File: config.mk
export PLATFORM = sky130hd
export DESIGN_NAME = regs_wport_arbiter
export DESIGN_NICKNAME = d
export VERILOG_FILES = /design/src/rtl/regs_wport_arbiter_pkg.sv /design/src/rtl/regs_wport_arbiter_rr_arbiter.sv /design/src/rtl/regs_wport_arbiter.sv
export SDC_FILE = /design/constraint.sdc
export NUM_CORES = 1
export LEC_CHECK = 0
export CAP_MARGIN = 5
export CORE_UTILIZATION = 39
export CTS_CLUSTER_SIZE = 16
export DETAILED_ROUTE_END_ITERATION = 12
export PLACE_DENSITY = 0.76
export SLEW_MARGIN = 20
export SYNTH_ARGS = -nofsm -noshare
export SYNTH_HDL_FRONTEND = slang
export SYNTH_SLANG_ARGS = --single-unit
File: constraint.sdc
create_clock -name clk -period 6.9 [get_ports clk]
set_input_delay 1.38 -clock clk [delete_from_list [all_inputs] [get_ports clk]]
set_output_delay 1.38 -clock clk [all_outputs]
set_load 0.05 [all_outputs]
File: src/rtl/regs_wport_arbiter_pkg.sv
// rtl/regs_wport_arbiter_pkg.sv - shared constants and helpers for the write-port arbiter
package regs_wport_arbiter_pkg;

    // Default register file geometry
    localparam int DEF_AW = 5;
    localparam int DEF_DW = 32;

    // Architectural zero register; writes to it are consumed but discarded
    localparam int ZERO_REG = 0;

    // Write-back source indices
    typedef enum int {
        REQ_EX  = 0,
        REQ_LSU = 1,
        REQ_DIV = 2
    } req_id_e;

    // Next round-robin start position after a grant to k
    function automatic int rr_next(input int k, input int n);
        return (k + 1 >= n) ? 0 : k + 1;
    endfunction

endpackage

File: src/rtl/regs_wport_arbiter_rr_arbiter.sv
// rtl/regs_wport_arbiter_rr_arbiter.sv - N-way round-robin grant with optional EX priority override
module rr_arbiter
    import regs_wport_arbiter_pkg::*;
#(
    parameter int N  = 3,
    parameter int IW = (N > 1) ? $clog2(N) : 1
) (
    input  logic          clk,
    input  logic          rst_n,
    input  logic [N-1:0]  valid,
    input  logic          prio_en,
    output logic [N-1:0]  grant,
    output logic [IW-1:0] grant_idx,
    output logic          grant_any
);

    localparam int PRIO_IDX = int'(REQ_EX);

    logic [IW-1:0] ptr;
    logic [N-1:0]  cand;
    int            idx;
    logic          prio_hit;

    // Pick the first valid requester at or after ptr, unless the priority source claims the port
    always_comb begin
        grant     = '0;
        grant_idx = '0;
        grant_any = 1'b0;
        cand      = valid;
        idx       = 0;
        prio_hit  = prio_en && valid[PRIO_IDX];
        if (prio_hit) begin
            grant[PRIO_IDX] = 1'b1;
            grant_idx       = IW'(PRIO_IDX);
            grant_any       = 1'b1;
        end else begin
            if (prio_en) begin
                cand[PRIO_IDX] = 1'b0;
            end
            for (int off = 0; off < N; off++) begin
                idx = int'(ptr) + off;
                if (idx >= N) begin
                    idx = idx - N;
                end
                if (!grant_any && cand[IW'(idx)]) begin
                    grant[IW'(idx)] = 1'b1;
                    grant_idx       = IW'(idx);
                    grant_any       = 1'b1;
                end
            end
        end
    end

    // Advance the pointer past the winner; priority grants leave it untouched
    always_ff @(posedge clk or negedge rst_n) begin
        if (!rst_n) begin
            ptr <= '0;
        end else if (grant_any && !prio_hit) begin
            ptr <= IW'(rr_next(int'(grant_idx), N));
        end
    end

endmodule

File: src/rtl/regs_wport_arbiter.sv
// rtl/regs_wport_arbiter.sv - register file write-port arbiter with busy scoreboard (option: WPORT_EX_PRIO_EN)
module regs_wport_arbiter
    import regs_wport_arbiter_pkg::*;
#(
    parameter int N_REQ = 3,
    parameter int AW    = DEF_AW,
    parameter int DW    = DEF_DW
) (
    input  logic                clk,
    input  logic                rst,
    input  logic [N_REQ-1:0]    req_valid_i,
    input  logic [N_REQ*AW-1:0] req_waddr_i,
    input  logic [N_REQ*DW-1:0] req_wdata_i,
    output logic [N_REQ-1:0]    req_ready_o,
    input  logic                alloc_valid_i,
    input  logic [AW-1:0]       alloc_addr_i,
    output logic                reg_wen_o,
    output logic [AW-1:0]       reg_waddr_o,
    output logic [DW-1:0]       reg_wdata_o,
    output logic [(1<<AW)-1:0]  busy_o
);

    localparam int NR = 1 << AW;
    localparam int IW = (N_REQ > 1) ? $clog2(N_REQ) : 1;

`ifdef WPORT_EX_PRIO_EN
    localparam logic PRIO_EN = 1'b1;
`else
    localparam logic PRIO_EN = 1'b0;
`endif

    logic [N_REQ-1:0] grant;
    logic [IW-1:0]    grant_idx;
    logic             grant_any;
    logic [AW-1:0]    sel_addr;
    logic [DW-1:0]    sel_data;
    logic [NR-1:0]    busy_q;
    logic [NR-1:0]    busy_next;

    rr_arbiter #(
        .N  (N_REQ),
        .IW (IW)
    ) u_rr (
        .clk       (clk),
        .rst_n     (rst),
        .valid     (req_valid_i),
        .prio_en   (PRIO_EN),
        .grant     (grant),
        .grant_idx (grant_idx),
        .grant_any (grant_any)
    );

    // No handshake can complete while reset is held
    assign req_ready_o = rst ? grant : '0;

    // Steer the winner's address and data (grant is one-hot)
    always_comb begin
        sel_addr = '0;
        sel_data = '0;
        for (int i = 0; i < N_REQ; i++) begin
            if (grant[i]) begin
                sel_addr = req_waddr_i[i*AW +: AW];
                sel_data = req_wdata_i[i*DW +: DW];
            end
        end
    end

    // Registered write port; x0 transfers are consumed without raising the enable
    always_ff @(posedge clk or negedge rst) begin
        if (!rst) begin
            reg_wen_o   <= 1'b0;
            reg_waddr_o <= '0;
            reg_wdata_o <= '0;
        end else if (grant_any) begin
            reg_wen_o   <= (sel_addr != AW'(ZERO_REG));
            reg_waddr_o <= sel_addr;
            reg_wdata_o <= sel_data;
        end else begin
            reg_wen_o   <= 1'b0;
        end
    end

    // Scoreboard next state: allocation beats retirement of the same register
    always_comb begin
        busy_next    = busy_q;
        busy_next[0] = 1'b0;
        for (int r = 1; r < NR; r++) begin
            if (alloc_valid_i && (alloc_addr_i == AW'(r))) begin
                busy_next[r] = 1'b1;
            end else if (grant_any && (sel_addr == AW'(r))) begin
                busy_next[r] = 1'b0;
            end
        end
    end

    // Scoreboard state register
    always_ff @(posedge clk or negedge rst) begin
        if (!rst) begin
            busy_q <= '0;
        end else begin
            busy_q <= busy_next;
        end
    end

    assign busy_o = busy_q;

endmodule

-- Word level (Yosys, flattened, before mapping)
Index checks and enable logic that the tools add are counted.
- bits of input ports: 122
- flip-flop bits (word level): 71
- bits in latches: 0
- memory bits (read-only): 0
- RAM bits: 0
- word-level logic and storage cells: 314
- output and inout port bits: 73
- memories kept: 0
- add/subtract/negate cells: 6
- order comparisons: 10
- mux-type cells: 98
- reductions and logical operators: 101
- shifts and indexed selects: 0
- bitwise logic cells: 2
- $mul: 0
- equality and inequality tests: 62
- div/mod/pow operators: 0
- operators with widths (operator ; count):
    $eq A5 B5 Y1 const B ; 32
    $mux W32 ; 3
    $eq A5 B4 Y1 const B ; 16
    $mux W1 ; 75
    $logic_and A1 B1 Y1 ; 67
    $reduce_bool A2 Y1 ; 31
    $eq A5 B3 Y1 const B ; 8
    $eq A5 B2 Y1 const B ; 4
    $mux W5 ; 3
    $mux W2 ; 7
    $lt A2 B4 Y1 const B ; 3
    $mux W3 ; 4
    $eq A5 B1 Y1 const B ; 2
    $ge A3 B2 Y1 const B ; 3
    $add A2 B1 Y3 const B ; 2
    $bmux W1 S2 ; 3
    $demux W1 S2 ; 3
    $ge A2 B1 Y1 const B ; 3
    $or A3 B3 Y3 ; 2
    $reduce_bool A5 Y1 ; 1
    $sub A2 B1 Y2 const B ; 2
    $add A2 B2 Y3 const B ; 1
    $ge A2 B2 Y1 const B ; 1
    $logic_not A1 Y1 ; 2
    $sub A2 B2 Y2 const B ; 1

-- Depth between registers and ports, before layout
- word-level depth: 19
- gate-level depth with buffers: 15
- gate-level depth less buffers: 10

-- Hierarchy
From an unflattened synthesis, not the netlist that was laid out.
- cell total of the unflattened synthesis: 463
- area, all modules: 4225.3 um2
- by module, submodules not included (module ; times used ; cells each ; area each (um2) ; sequential area each (um2)):
    regs_wport_arbiter ; 1 ; 415 ; 3842.4 ; 1726.7
    rr_arbiter ; 1 ; 48 ; 382.9 ; 50.0

-- Worst setup path after synthesis
Ideal clock, no wire load.
- kind: in2out
- start point: in req_valid_i[1]
- end point: out req_ready_o[0]
- stages: 4
- path slack: 2.286 ns
- arrival time: 3.234 ns
- cells stage by stage: and2b_4 -> nor4b_1 -> a311oi_2 -> a221oi_1
- word-level cells in the longest chain between the ends: 11
- elaborated cells on any way between the ends: 21
- classes of those cells: mux (15); bitwise (2); reduce/logical (4)
- ends and longest elaborated chain (what ; RTL line ; source):
    start: declaration ; regs_wport_arbiter.sv:11 ; input logic [N_REQ-1:0] req_valid_i,
    $bmux W1 S2 ; regs_wport_arbiter_rr_arbiter.sv:45 ; if (!grant_any && cand[IW'(idx)]) begin
    $mux W1 (implied by the code) (2 in series) ; regs_wport_arbiter_rr_arbiter.sv:45 ;
    $mux W1 ; regs_wport_arbiter_rr_arbiter.sv:45 ;
    $logic_not A1 Y1 ; regs_wport_arbiter_rr_arbiter.sv:45 ;
    $logic_and A1 B1 Y1 ; regs_wport_arbiter_rr_arbiter.sv:45 ;
    $mux W1 ; regs_wport_arbiter_rr_arbiter.sv:45 ;
    $logic_not A1 Y1 ; regs_wport_arbiter_rr_arbiter.sv:45 ;
    $logic_and A1 B1 Y1 ; regs_wport_arbiter_rr_arbiter.sv:45 ;
    $mux W3 (*) ; regs_wport_arbiter_rr_arbiter.sv:45 ;
    $mux W3 (*) ; regs_wport_arbiter.sv:54 ; assign req_ready_o = rst ? grant : '0;
    end: declaration ; regs_wport_arbiter.sv:14 ; output logic [N_REQ-1:0] req_ready_o,
Mark *: on every way between the ends. The rest lies on a longest branch, timed or not. The select of a mux whose other input is x is not followed.

-- Final worst setup path
- start point: in req_valid_i[1]
- end point: out req_ready_o[1]
Same word-level chain as after synthesis.

==> summary.md <==
| Metric | Value |
|---|---|
| Summed negative setup slack over all endpoints | 0 ns |
| Worst Tran Pin Value | 0.745 ns |
| CP required | 5.52 ns |
| Result of the run | finished clean |
| Max-Cap Viols | 0 |
| TritonCTS clock tree | yes |
| Final setup violation count | 0 |
| Number of synthesized register bits | 71 |
| Post-synthesis area per instance | 9.96 um2 |
| Largest net degree at the start of global routing | 76 |
| Number of post-CTS setup repair buffers | 0 |
| Utilization after layout | 63.0% |
| Endpoint kind of the worst setup timing path | output port |
| Sequential share of the synthesized area | 45.6% |
| Num ports | 195 |
| # nets final | 695 |
| Y dimension of the die | 102 um |
| Router iterations before antenna repair | 7 |
| Highest clock rate | 187 MHz |
| CTS sink cnt | 71 |
| Number of global-route vias before repair | 3833 |
| Number of diodes | 0 |
| Violation count after the first detailed-route iteration | 241 |
| Asr flop ratio synth | 100% |
| Combined area of the multi-input logic cells | 1940 um2 |
| Area Growth Syn to Fin | 57.3% |
| Global-route wire length before repair | 20300 um |
| Final WL | 13200 um |
| Post-synth top flop | sky130_fd_sc_hd__dfrtp_1 |
| Max-slew violations | 0 |
| Path type of the worst setup path | input port to output port |
| DRC Markers | 0 |
| Number of core rows | 36 |
| Number of buffers on the longest clock path | 2 |
| Max-slew headroom | 50.3% |
| Reg clk slew, reported paths | 0.08 ns |
| Largest clock skew in the final design | 0.0113 ns |
| Grt ovf | 0 |
| Synthesized Nets | 517 |
| Number of levels in the clock H-tree | 3 |
| Initial antenna violation count | 0 |
| Number of gates given a new drive strength after cts | 0 |
| Fill count | 820 |
| Synth Cell Area | 3890 um2 |
| Starting density of the core | 40.0% |
| Final antenna-violating net count | 0 |
| CP max FO | 11 |
| Insertion delay to the later sink of the worst-skew pair | 0.35 ns |
| Synth unique cells | 51 |
| Total global-route track usage | 25.7% |
| Overall via count from detail_route | 4077 |
| GPL Wtd Cong | 0.867 |
| Number of standard cells in the layout, taps in and fillers out | 707 |
| Post-detailed-placement half-perimeter wirelength | 9650 um |
| Static Leak | 2.38 nW |
| Count of flip-flops with a built-in enable after synthesis | 0 |
| Worst hold slack | 0.479 ns |
| Number of buffer cells added on primary ports | 193 |
| Count of final hold-check violations | 0 |
| Portion of the clock cycle consumed by the worst path in the final layout | 77.5% |
| Die extent in x | 102 um |
| Peak supply drop | 0.302 mV |
| Total of hold buffers inserted after clock tree synthesis | 0 |
| Routed wirelength normalized by instance count | 18.7 um |
| Cts bufs inserted | 9 |
| Worst Hold Class | register to register |
| Fraction of layout cells with a size suffix above 1 | 8.01% |
| Final Power | 0.00341 W |
| Core region area | 9730 um2 |
| Area of all sequential standard cells | 1780 um2 |
| Root Buffer | sky130_fd_sc_hd__clkbuf_8 |
| Die area | 10400 um2 |
| Cell Pwr Density | 557 nW/um2 |
| Routed via count divided by cell count | 5.77 |
| Shortest clock period the worst path allows after layout | 5.35 ns |
| Endpoint arrival time on the critical path | 3.97 ns |
| Startpoint types | input port |
| Synth Instances | 391 |
| Post-Place Cells | 691 |
| Synthesis Warnings | 0 |
| RSZ-0062 raised after global routing | no |
[worst paths after layout]
check	from	end	slack, ns	depth (start not counted)
max in group asynchronous	rst	reg_wdata_o[29]$_DFFE_PN0P_	5.07	2
worst max register to register	u_rr.ptr[0]$_DFFE_PN0P_	busy_o[13]$_DFFE_PN0P_	2.94	11
min in group asynchronous	rst	reg_wdata_o[24]$_DFFE_PN0P_	0.96	1
worst max-delay path	req_valid_i[1]	req_ready_o[1]	1.55	8
worst min register to register	reg_waddr_o[2]$_DFFE_PN0P_	reg_waddr_o[2]$_DFFE_PN0P_	0.48	2
worst min-delay path	reg_waddr_o[2]$_DFFE_PN0P_	reg_waddr_o[2]$_DFFE_PN0P_	0.48	2
[routing by layer]
| metal | routed length (um) | up-vias | global-route usage, % |
|---|---|---|---|
| met5 | 0 | - | 0 |
| met4 | 117 | 0 | 6.04 |
| met3 | 1120 | 12 | 6.63 |
| met2 | 6570 | 200 | 43.3 |
| met1 | 5420 | 1987 | 33.2 |
| li1 | - | 1878 | - |
[power by group]
group	switching (W)	internal (W)
registers	0.000117	0.000617
logic	0.00151	0.000786
clock network	0.000171	0.000215
total	0.00180	0.00162
[state kept, by name, indices dropped and copies added, names as in the netlist]
name and flops:
reg_wdata_o 32, busy_o 31, reg_waddr_o 5, u_rr.ptr 2
reg_wen_o 1
[cells in the mapped netlist, drive strengths merged (2+ instances only)]
| master | number | area share, % |
|---|---|---|
| a211oi | 5 | 1.7 |
| a21o | 4 | 0.77 |
| a221o | 2 | 0.55 |
| a221oi | 3 | 1.0 |
| a22o | 13 | 2.9 |
| a22oi | 68 | 13 |
| a31o | 2 | 0.45 |
| a31oi | 2 | 0.64 |
| a32o | 4 | 1.0 |
| and2 | 2 | 0.32 |
| and3 | 2 | 0.32 |
| buf | 16 | 2.9 |
| clkbuf | 17 | 1.6 |
| dfrtp | 71 | 46 |
| ha | 4 | 1.3 |
| inv | 6 | 0.58 |
| mux2i | 4 | 1.0 |
| nand2 | 23 | 2.2 |
| nand2b | 4 | 0.64 |
| nand3 | 17 | 2.2 |
| nand3b | 2 | 0.39 |
| nand4 | 9 | 1.4 |
| nor2 | 11 | 1.1 |
| nor2b | 6 | 0.96 |
| nor3 | 2 | 0.26 |
| o21a | 2 | 0.39 |
| o21ai | 56 | 7.4 |
| o22ai | 2 | 0.32 |
| o31ai | 18 | 3.5 |
| or2 | 3 | 0.48 |
[cell type report]
type	count	share of cell area, %
repair buffers	200	32.5
multi-input cells	281	31.7
flip-flops and latches	71	29.0
well taps	133	2.72
clock buffers	10	2.25
clock inverters	6	1.51
inverters	6	0.368
[stage by stage]
step	setup slack [ns]	instance area, um2
after detailed placement	1.54	5890
after global routing	1.41	6120
final	1.55	6120
after floorplan	2.29	3890
after global placement	1.54	5880
after CTS	1.53	6120
[cell usage in the layout, fill, tap and decap left out, types with 3 or more instances in the layout]
cell type / count
sky130_fd_sc_hd__o21ai_0: 39
sky130_fd_sc_hd__mux2i_1: 4
sky130_fd_sc_hd__a22o_1: 13
sky130_fd_sc_hd__a22oi_1: 66
sky130_fd_sc_hd__nand2_1: 23
sky130_fd_sc_hd__clkbuf_8: 10
sky130_fd_sc_hd__nor2_1: 11
sky130_fd_sc_hd__ha_1: 4
sky130_fd_sc_hd__nor2b_1: 6
sky130_fd_sc_hd__nand2b_1: 4
sky130_fd_sc_hd__nand4_1: 9
sky130_fd_sc_hd__o31ai_1: 18
sky130_fd_sc_hd__clkdlybuf4s50_1: 192
sky130_fd_sc_hd__buf_4: 7
sky130_fd_sc_hd__or2_2: 3
sky130_fd_sc_hd__nand3_1: 17
sky130_fd_sc_hd__a21o_1: 4
sky130_fd_sc_hd__o21ai_1: 15
sky130_fd_sc_hd__dfrtp_1: 71
sky130_fd_sc_hd__a32o_1: 4
sky130_fd_sc_hd__inv_1: 6
[logic make-up after synthesis]
group	count (synthesis)	synth area share, %
AOI/OAI and AO/OA	187	35.4
and+or+nand+nor	84	11.1
DFF	71	45.6
buffers and inverters	39	5.11
muxes	5	1.41
adders and majority gates	4	1.29
other	1	0.0963
[worst max-delay path, cell delays in order]
cell	delay, ns
sky130_fd_sc_hd__clkdlybuf4s50_1	0.55
sky130_fd_sc_hd__mux2i_1	0.19
sky130_fd_sc_hd__mux2i_1	0.09
sky130_fd_sc_hd__buf_4	0.18
sky130_fd_sc_hd__a211oi_1	0.43
sky130_fd_sc_hd__a21o_1	0.16
sky130_fd_sc_hd__and2_1	0.13
sky130_fd_sc_hd__clkdlybuf4s50_1	0.84
(Power assumes the default switching activity.)
